## src/rtl/imem_loader.sv

```systemverilog
// -----------------------------------------------------------------------------
// imem_loader
//   Receives a byte stream and writes it into an instruction memory as
//   16-bit words. The stream is a 16-bit word count N (high byte first)
//   followed by N words, each sent as high byte then low byte.
//
//   Optional feature: define IMEM_LOADER_CHECKSUM_EN to expect one trailing
//   checksum byte (XOR of all 2N data bytes). A mismatch sets err.
//
// Parameters
//   DEPTH  number of 16-bit words in the target memory (longer loads -> err)
//   BASE   first write address (word address, same space as pc)
//
// Ports
//   clk, rst_n    clock, asynchronous active-low reset
//   start         one-cycle load request, honoured only while idle
//   byte_in       incoming byte
//   byte_valid    byte_in holds a valid byte
//   byte_ready    loader accepts byte_in this cycle
//   we            memory write strobe, one cycle per word
//   waddr, wdata  memory write address / data
//   busy          high whenever the loader is not idle
//   done          one-cycle pulse when a load finishes (good or bad)
//   err           sticky error flag, cleared by the next accepted start
// -----------------------------------------------------------------------------
module imem_loader #(
  parameter int          DEPTH = 256,
  parameter logic [15:0] BASE  = 16'h0000
) (
  input  logic        clk,
  input  logic        rst_n,
  input  logic        start,
  input  logic [7:0]  byte_in,
  input  logic        byte_valid,
  output logic        byte_ready,
  output logic        we,
  output logic [15:0] waddr,
  output logic [15:0] wdata,
  output logic        busy,
  output logic        done,
  output logic        err
);

`ifdef IMEM_LOADER_CHECKSUM_EN
  typedef enum logic [2:0] {
    IDLE    = 3'd0,
    LEN_HI  = 3'd1,
    LEN_LO  = 3'd2,
    DATA_HI = 3'd3,
    DATA_LO = 3'd4,
    WRITE   = 3'd5,
    CSUM    = 3'd6,
    FIN     = 3'd7
  } state_t;
  // State entered once all words (or none) have been written.
  localparam state_t LAST_ST = CSUM;
`else
  typedef enum logic [2:0] {
    IDLE    = 3'd0,
    LEN_HI  = 3'd1,
    LEN_LO  = 3'd2,
    DATA_HI = 3'd3,
    DATA_LO = 3'd4,
    WRITE   = 3'd5,
    FIN     = 3'd7
  } state_t;
  localparam state_t LAST_ST = FIN;
`endif

  // Widened so a count of 16'hFFFF compares correctly against DEPTH.
  localparam logic [16:0] DEPTH_W = 17'(DEPTH);

  state_t      state_r;
  state_t      state_nx_s;
  logic        byte_ready_r;
  logic        busy_r;
  logic        done_r;
  logic        we_r;
  logic        err_r;
  logic [15:0] waddr_r;
  logic [15:0] wdata_r;
  logic [15:0] len_r;
  logic [15:0] cnt_r;
  logic [7:0]  hi_r;
  logic        xfer_s;
  logic [15:0] len_s;

`ifdef IMEM_LOADER_CHECKSUM_EN
  logic [7:0]  csum_r;

  // Running checksum: plain XOR of every data byte.
  function automatic logic [7:0] csum_fold(input logic [7:0] acc, input logic [7:0] b);
    return acc ^ b;
  endfunction
`endif

  // States in which a byte may be accepted.
  function automatic logic is_rx(input state_t s);
    logic r;
    case (s)
      LEN_HI, LEN_LO, DATA_HI, DATA_LO: r = 1'b1;
`ifdef IMEM_LOADER_CHECKSUM_EN
      CSUM:                             r = 1'b1;
`endif
      default:                          r = 1'b0;
    endcase
    return r;
  endfunction

  assign xfer_s = byte_valid && byte_ready_r;
  // Full count as it becomes known during the LEN_LO transfer.
  assign len_s  = {len_r[15:8], byte_in};

  // Next-state decode; every receive state stalls until a transfer.
  always_comb begin
    state_nx_s = state_r;
    case (state_r)
      IDLE: begin
        if (start) state_nx_s = LEN_HI;
        else       state_nx_s = IDLE;
      end
      LEN_HI: begin
        if (xfer_s) state_nx_s = LEN_LO;
        else        state_nx_s = LEN_HI;
      end
      LEN_LO: begin
        if (!xfer_s)                         state_nx_s = LEN_LO;
        else if (len_s == 16'd0)             state_nx_s = LAST_ST;
        else if ({1'b0, len_s} > DEPTH_W)    state_nx_s = FIN;
        else                                 state_nx_s = DATA_HI;
      end
      DATA_HI: begin
        if (xfer_s) state_nx_s = DATA_LO;
        else        state_nx_s = DATA_HI;
      end
      DATA_LO: begin
        if (xfer_s) state_nx_s = WRITE;
        else        state_nx_s = DATA_LO;
      end
      WRITE: begin
        if (cnt_r + 16'd1 == len_r) state_nx_s = LAST_ST;
        else                        state_nx_s = DATA_HI;
      end
`ifdef IMEM_LOADER_CHECKSUM_EN
      CSUM: begin
        if (xfer_s) state_nx_s = FIN;
        else        state_nx_s = CSUM;
      end
`endif
      FIN:     state_nx_s = IDLE;
      default: state_nx_s = IDLE;
    endcase
  end

  // FSM state register; control outputs are registered from the next state
  // so they line up exactly with the state they describe.
  always_ff @(posedge clk or negedge rst_n) begin
    if (!rst_n) begin
      state_r      <= IDLE;
      byte_ready_r <= 1'b0;
      busy_r       <= 1'b0;
      done_r       <= 1'b0;
      we_r         <= 1'b0;
    end else begin
      state_r      <= state_nx_s;
      byte_ready_r <= is_rx(state_nx_s);
      busy_r       <= (state_nx_s != IDLE);
      done_r       <= (state_nx_s == FIN);
      we_r         <= (state_nx_s == WRITE);
    end
  end

  // Datapath: length capture, word assembly, address/counter, error flag.
  always_ff @(posedge clk or negedge rst_n) begin
    if (!rst_n) begin
      waddr_r <= BASE;
      wdata_r <= 16'h0000;
      len_r   <= 16'h0000;
      cnt_r   <= 16'h0000;
      hi_r    <= 8'h00;
      err_r   <= 1'b0;
`ifdef IMEM_LOADER_CHECKSUM_EN
      csum_r  <= 8'h00;
`endif
    end else begin
      case (state_r)
        IDLE: begin
          if (start) begin
            err_r   <= 1'b0;
            waddr_r <= BASE;
            cnt_r   <= 16'h0000;
`ifdef IMEM_LOADER_CHECKSUM_EN
            csum_r  <= 8'h00;
`endif
          end
        end
        LEN_HI: begin
          if (xfer_s) len_r[15:8] <= byte_in;
        end
        LEN_LO: begin
          if (xfer_s) begin
            len_r[7:0] <= byte_in;
            // Oversized load: flag it and write nothing.
            if ({1'b0, len_s} > DEPTH_W) err_r <= 1'b1;
          end
        end
        DATA_HI: begin
          if (xfer_s) begin
            hi_r   <= byte_in;
`ifdef IMEM_LOADER_CHECKSUM_EN
            csum_r <= csum_fold(csum_r, byte_in);
`endif
          end
        end
        DATA_LO: begin
          if (xfer_s) begin
            // wdata is loaded on entry to WRITE and held through the strobe.
            wdata_r <= {hi_r, byte_in};
`ifdef IMEM_LOADER_CHECKSUM_EN
            csum_r  <= csum_fold(csum_r, byte_in);
`endif
          end
        end
        WRITE: begin
          // Address wraps naturally at 16 bits.
          waddr_r <= waddr_r + 16'd1;
          cnt_r   <= cnt_r + 16'd1;
        end
`ifdef IMEM_LOADER_CHECKSUM_EN
        CSUM: begin
          if (xfer_s && (byte_in != csum_r)) err_r <= 1'b1;
        end
`endif
        default: begin
        end
      endcase
    end
  end

  assign byte_ready = byte_ready_r;
  assign we         = we_r;
  assign waddr      = waddr_r;
  assign wdata      = wdata_r;
  assign busy       = busy_r;
  assign done       = done_r;
  assign err        = err_r;

endmodule

```

## config.mk

```make
export PLATFORM = sky130hd
export DESIGN_NAME = imem_loader
export DESIGN_NICKNAME = d
export VERILOG_FILES = /design/src/rtl/imem_loader.sv
export SDC_FILE = /design/constraint.sdc
export NUM_CORES = 1
export LEC_CHECK = 0
export BUFFER_PORTS_ARGS = -buffer_cell sky130_fd_sc_hd__clkbuf_2
export CORE_ASPECT_RATIO = 0.6
export CORE_MARGIN = 2
export CORE_UTILIZATION = 45
export CTS_BUF_LIST = sky130_fd_sc_hd__clkbuf_2
export DETAILED_ROUTE_END_ITERATION = 10
export GPL_TIMING_DRIVEN = 0
export HOLD_SLACK_MARGIN = 0.08
export SLEW_MARGIN = 30
export SYNTH_ARGS = -nofsm -noshare
export SYNTH_HDL_FRONTEND = slang
export SYNTH_SLANG_ARGS = --single-unit
```

## constraint.sdc

```tcl
create_clock -name clk -period 5.91 [get_ports clk]
set_clock_uncertainty 0.05 [all_clocks]
set_input_delay 0.8865 -clock clk [delete_from_list [all_inputs] [get_ports clk]]
set_output_delay 0.8865 -clock clk [all_outputs]
set_load 0.1 [all_outputs]
```

# Word-level counts from Yosys, hierarchy flattened
# Index checks and enable logic that the tools add are counted.
[totals]
output_inout_bits = 37
input_bits = 12
elab_cells = 60
register_bits = 80
[op_classes]
n_reduce_logical = 13
mux = 17
n_addsub = 2
n_eq_ne = 15
order_cmp = 1
[ops]
columns = ["cell", "n"]
rows = [
  ["case mux 16 bit (2 select lines)", 2],
  ["adder 16 x 1 -> 16 bit (second input constant)", 2],
  ["case mux 3 bit (6 select lines)", 1],
  ["== test 16 bit", 1],
  ["> comparator 16 x 9 -> 1 bit (second input constant)", 1],
  ["zero test 16 bit", 1],
  ["two-way mux 16 bit", 1],
  ["== test 3 bit (second input constant)", 5],
  ["two-way mux 3 bit", 5],
  ["== test 3 x 2 -> 1 bit (second input constant)", 4],
  ["AND reduction 2 bit", 5],
  ["== test 3 x 1 -> 1 bit (second input constant)", 2],
  ["two-way mux 1 bit", 6],
  ["!= test 2 bit (second input constant)", 3],
  ["AND reduction 4 bit", 1],
  ["nonzero test 2 bit", 2],
  ["OR reduction 4 bit", 1],
  ["zero test 3 bit", 1],
  ["nonzero test 3 bit", 1],
  ["two-way mux 2 bit", 1],
  ["case mux 1 bit (2 select lines)", 1],
  ["logical AND 1 bit", 1],
]

# Longest topological paths before layout
[logic_depth]
word_depth = 8
mapped_depth = 9
ltp_nobuf = 8

# Worst setup path before layout
# OpenSTA, ideal clock, no wires.
[synth_path]
path_kind = "register to register"
from = "register waddr_r[0], in the netlist waddr[0]"
to = "register waddr_r[12], in the netlist waddr[12]"
t_arrival_ps = 2286
period_less_slack_ps = 2502
path_stages_with_launch = 8
path_buffers = 0
t_required_ps = 5694
setup_time_ps = 166
path_slack_ps = 3408
cell_sequence = "dfrtp_1 ha_1 nand3_1 or4_1 nor2_1 nand2_1 nand3_1 o21ai_0"
[synth_via]
elab_chain_len = 2
[synth_lines]
columns = ["element", "line", "text"]
rows = [
  ["start: declaration", "80", "logic [15:0] waddr_r;"],
  ["start signal: assignment", "226", "waddr_r <= waddr_r + 16'd1;"],
  ["adder 16 x 1 -> 16 bit", "226", ""],
  ["case mux 16 bit (2 select lines)", "186", "case (state_r)"],
]
# No other way between the ends.
# A chain may end at the register's enable or synchronous reset.

# Worst setup path in the final report
[layout_path]
from = "register cnt_r[0]"
to = "register byte_ready_r, in the netlist byte_ready"
[layout_via]
elab_chain_len = 7
elab_cells_between_ends = 10
classes_between = "add/sub (1); eq/ne (5); mux (3); reduce/logical (1)"
[layout_lines]
columns = ["element", "line", "text"]
rows = [
  ["start: declaration", "83", "logic [15:0] cnt_r;"],
  ["start signal: assignment", "227", "cnt_r <= cnt_r + 16'd1;"],
  ["adder 16 x 1 -> 16 bit *", "141", "if (cnt_r + 16'd1 == len_r) state_nx_s = LAST_ST;"],
  ["== test 16 bit *", "141", ""],
  ["two-way mux 3 bit *", "141", ""],
  ["case mux 3 bit (6 select lines) *", "117", "case (state_r)"],
  ["== test 3 x 1 -> 1 bit, or another cell as far along", "100", "case (s)"],
  ["OR reduction 4 bit *", "100", ""],
  ["two-way mux 1 bit *", "100", ""],
  ["end signal: assignment", "166", "byte_ready_r <= is_rx(state_nx_s);"],
  ["end: declaration", "75", "logic byte_ready_r;"],
]
# Mark *: on every way between the ends. The rest lies on a longest branch, timed or not.

==> out/metrics.csv <==
metric,value,unit
outcome,"complete, no violations",
synth-seq-cells,80,
nets,489,
ys_seq_area_frac,0.490,
synth.avg_cell_area,9.86,um^2
cp_max_fo,10,
cts_tree,done,
final_cell_area,4670,um^2
r2r-end,byte_ready,
avgRoutedWirePerCell,16.1,um
ir_drop,0.000308,V
die_y,77.8,um
drt_wl_total,9.55,mm
syn-instance-count,414,
port_buffers,48,
core,8650,um^2
grt.total_usage,0.208,
dieArea,9880,um^2
grt_overflow,0,
clk_pin_slew_worst_paths,0.21,ns
dr.pass1.iters,5,
ys.flop_type,dfrtp_1,
r2r_start,cnt_r[0],
cp_data_required_time,6.27,ns
n_fill_cell,787,
clock-sinks,80,
cp-startpoint,cnt_r[0],
hold_viol_final,0,
power_density,493,nW/um^2
diodes,0,
cts_buffers,9,
die_x,127,um
syn_nets,428,
clk_path_buf_depth,2,
h-tree-depth,3,
relSlewSlack,0.482,
finalSetupViolCount,0,
r2r_cells,9,
detail-route-antenna-nets,0,
initial_utilization,0.472,
first_iter_violations,209,
place_hpwl,7.08,mm
total_power,0.00230,W
crit_type,flip-flop to flip-flop,
root_buffer,clkbuf_2,
yosys.cell_types.count,53,
grt_max_degree,59,
timing.setup.tns,0,ns
fin_crit,2.75,ns
grt_pass1_vias,3034,
hold_path_class,flip-flop to flip-flop,
cts-resized-gates,0,
avgViaCountPerCell,5.48,
synthArstFlopShare,1.00,
leakagePower,2.14,nW
synth_enable_flop_cells,0,
finalMaxSlewViolations,0,
drc,0,
rsz0062_at_grt,false,
worstSkewPairLatency,0.53,ns
tightest_slew,0.774,ns
top_level_ports,49,
gp_congestion,0.794,
end_kind,flip-flop,
grt_pass1_wl,15.9,mm
fmax,364,MHz
drive_gt1_frac,0.227,
antenna_found_initial,0,
fin_crit_sh,0.465,
yosysWarnings,0,
num_vias,3246,
cp.arrival,3.11,ns
startpoint_type,flip-flop,
maxCapViolations,0,
rrSetupSlack,3.16,ns
placed_area,4500,um^2
syn2layout_area_growth,14.5,%
netlist_area,4080,um^2
std_cell_rows,26,
endpoint,byte_ready,
power breakdown:
group	internal, W	total (W)	switching, W
logic	0.000308	0.00109	0.000786
clock network	0.000179	0.000368	0.000189
registers	0.000712	0.000841	0.000128
total	0.00120	0.00230	0.00110
registers in the layout, summed over array words and instances (netlist names):
register    cells
busy            1
byte_ready      1
cnt_r          16
done            1
err             1
hi_r            8
len_r          16
state_r         3
waddr          16
wdata          16
we              1
layer usage:
| layer | share of wire | GRT usage |
|---|---|---|
| met5 | 0 | 0 |
| met4 | 0.0090 | 0.0582 |
| met3 | 0.056 | 0.0586 |
| met2 | 0.41 | 0.279 |
| met1 | 0.52 | 0.323 |
cells in the mapped netlist, types with 2 or more instances:
cell type,n,share of area
a21oi_1,12,0.015
a22o_1,2,0.0043
a31oi_1,6,0.0092
and2_1,2,0.0031
and3_1,2,0.0031
and4_1,4,0.0086
buf_2,3,0.0037
buf_6,6,0.017
clkbuf_1,16,0.015
dfrtp_1,80,0.49
ha_1,2,0.0061
inv_1,8,0.0074
mux2_2,22,0.061
mux2i_1,4,0.0098
nand2_1,78,0.072
nand3_1,23,0.028
nand3b_1,3,0.0055
nand4_1,4,0.0061
nor2_1,23,0.021
nor3_1,6,0.0074
nor4_1,4,0.0061
nor4_2,2,0.0061
nor4_4,2,0.010
o2111ai_1,2,0.0043
o211ai_1,5,0.0092
o21ai_0,36,0.044
o31ai_1,8,0.015
o41ai_1,3,0.0064
or4_1,2,0.0037
xnor2_1,14,0.030
xor2_1,8,0.017
how the worst min path moves through the flow:
stage                     slack [ns]    start  cells after the start         end
after floorplan                 0.38  hi_r[2]                      2   wdata[10]
after global placement          0.40  hi_r[0]                      2    wdata[8]
after detailed placement        0.40  hi_r[0]                      2    wdata[8]
after CTS                        0.1    rst_n                      1  state_r[1]
after global routing            0.44  hi_r[0]                      2    wdata[8]
final                           0.44  hi_r[0]                      2    wdata[8]
cell families (layout without fill, tap and decap cells):
| family | Yosys count | in the layout | share of synthesized area |
|---|---|---|---|
| AND/OR/NAND/NOR | 164 | 164 | 0.206 |
| AO/OA/AOI/OAI | 84 | 84 | 0.130 |
| flip-flops | 80 | 80 | 0.490 |
| buffers and inverters | 35 | 101 | 0.0466 |
| multiplexers | 26 | 26 | 0.0705 |
| XOR/XNOR | 23 | 23 | 0.0512 |
| adder cells (fa/ha/maj) | 2 | 2 | 0.00613 |
layout make-up:
| type | instances | area (um^2) | area share |
|---|---|---|---|
| Buffer | 26 | 156 | 0.0335 |
| Clock buffer | 9 | 45.0 | 0.00964 |
| Clock inverter | 7 | 110 | 0.0236 |
| Inverter | 9 | 33.8 | 0.00723 |
| Multi-Input combinational cell | 299 | 1900 | 0.407 |
| Sequential cell | 80 | 2000 | 0.428 |
| Tap cell | 112 | 140 | 0.0300 |
| Timing Repair Buffer | 50 | 287 | 0.0613 |
per-stage QoR:
step	std cells	setup WS (ns)	hold WS (ns)	util
6_report	592	3.16	0.444	0.540
5_1_grt	592	2.98	0.440	0.540
4_1_cts	591	3.13	0.0955	0.538
3_5_place_dp	575	3.16	0.399	0.520
3_3_place_gp	574	3.05	0.400	0.516
2_1_floorplan	414	3.41	0.383	-
worst max-delay path: stages, from the launching register on:
cell and delay (ns):
dfrtp_1 0.54, ha_1 0.32, nand3_2 0.16, buf_6 0.18, or3_4 0.36, a221oi_2 0.27, o2111ai_1 0.23, nor4_2 0.26
a21boi_2 0.13, mux2i_1 0.13
placed cells by master (no fill, tap or decap), drive strengths merged, types with 2 or more instances in the layout:
master    n
o211ai    5
nand2    78
nor4      8
clkbuf   74
o31ai     8
o41ai     3
xor2      8
or4       2
a21oi    12
nor3      6
nand3    24
o21ai    37
nor2     23
and3      3
buf      10
and2      2
a31oi     6
o2111ai   2
and4      4
xnor2    15
mux2i     4
clkinv    4
a22o      2
nand3b    3
dfrtp    80
inv       8
nand4     6
bufinv    3
mux2     22
ha        2
what timing repair did:
action                     in CTS  in global routing
buffers inserted                0                  0
hold buffers                    0                  1
hold endpoints to repair        0                  9
setup endpoints to repair       0                  0
No activity file was read; power rests on OpenSTA's default activity.
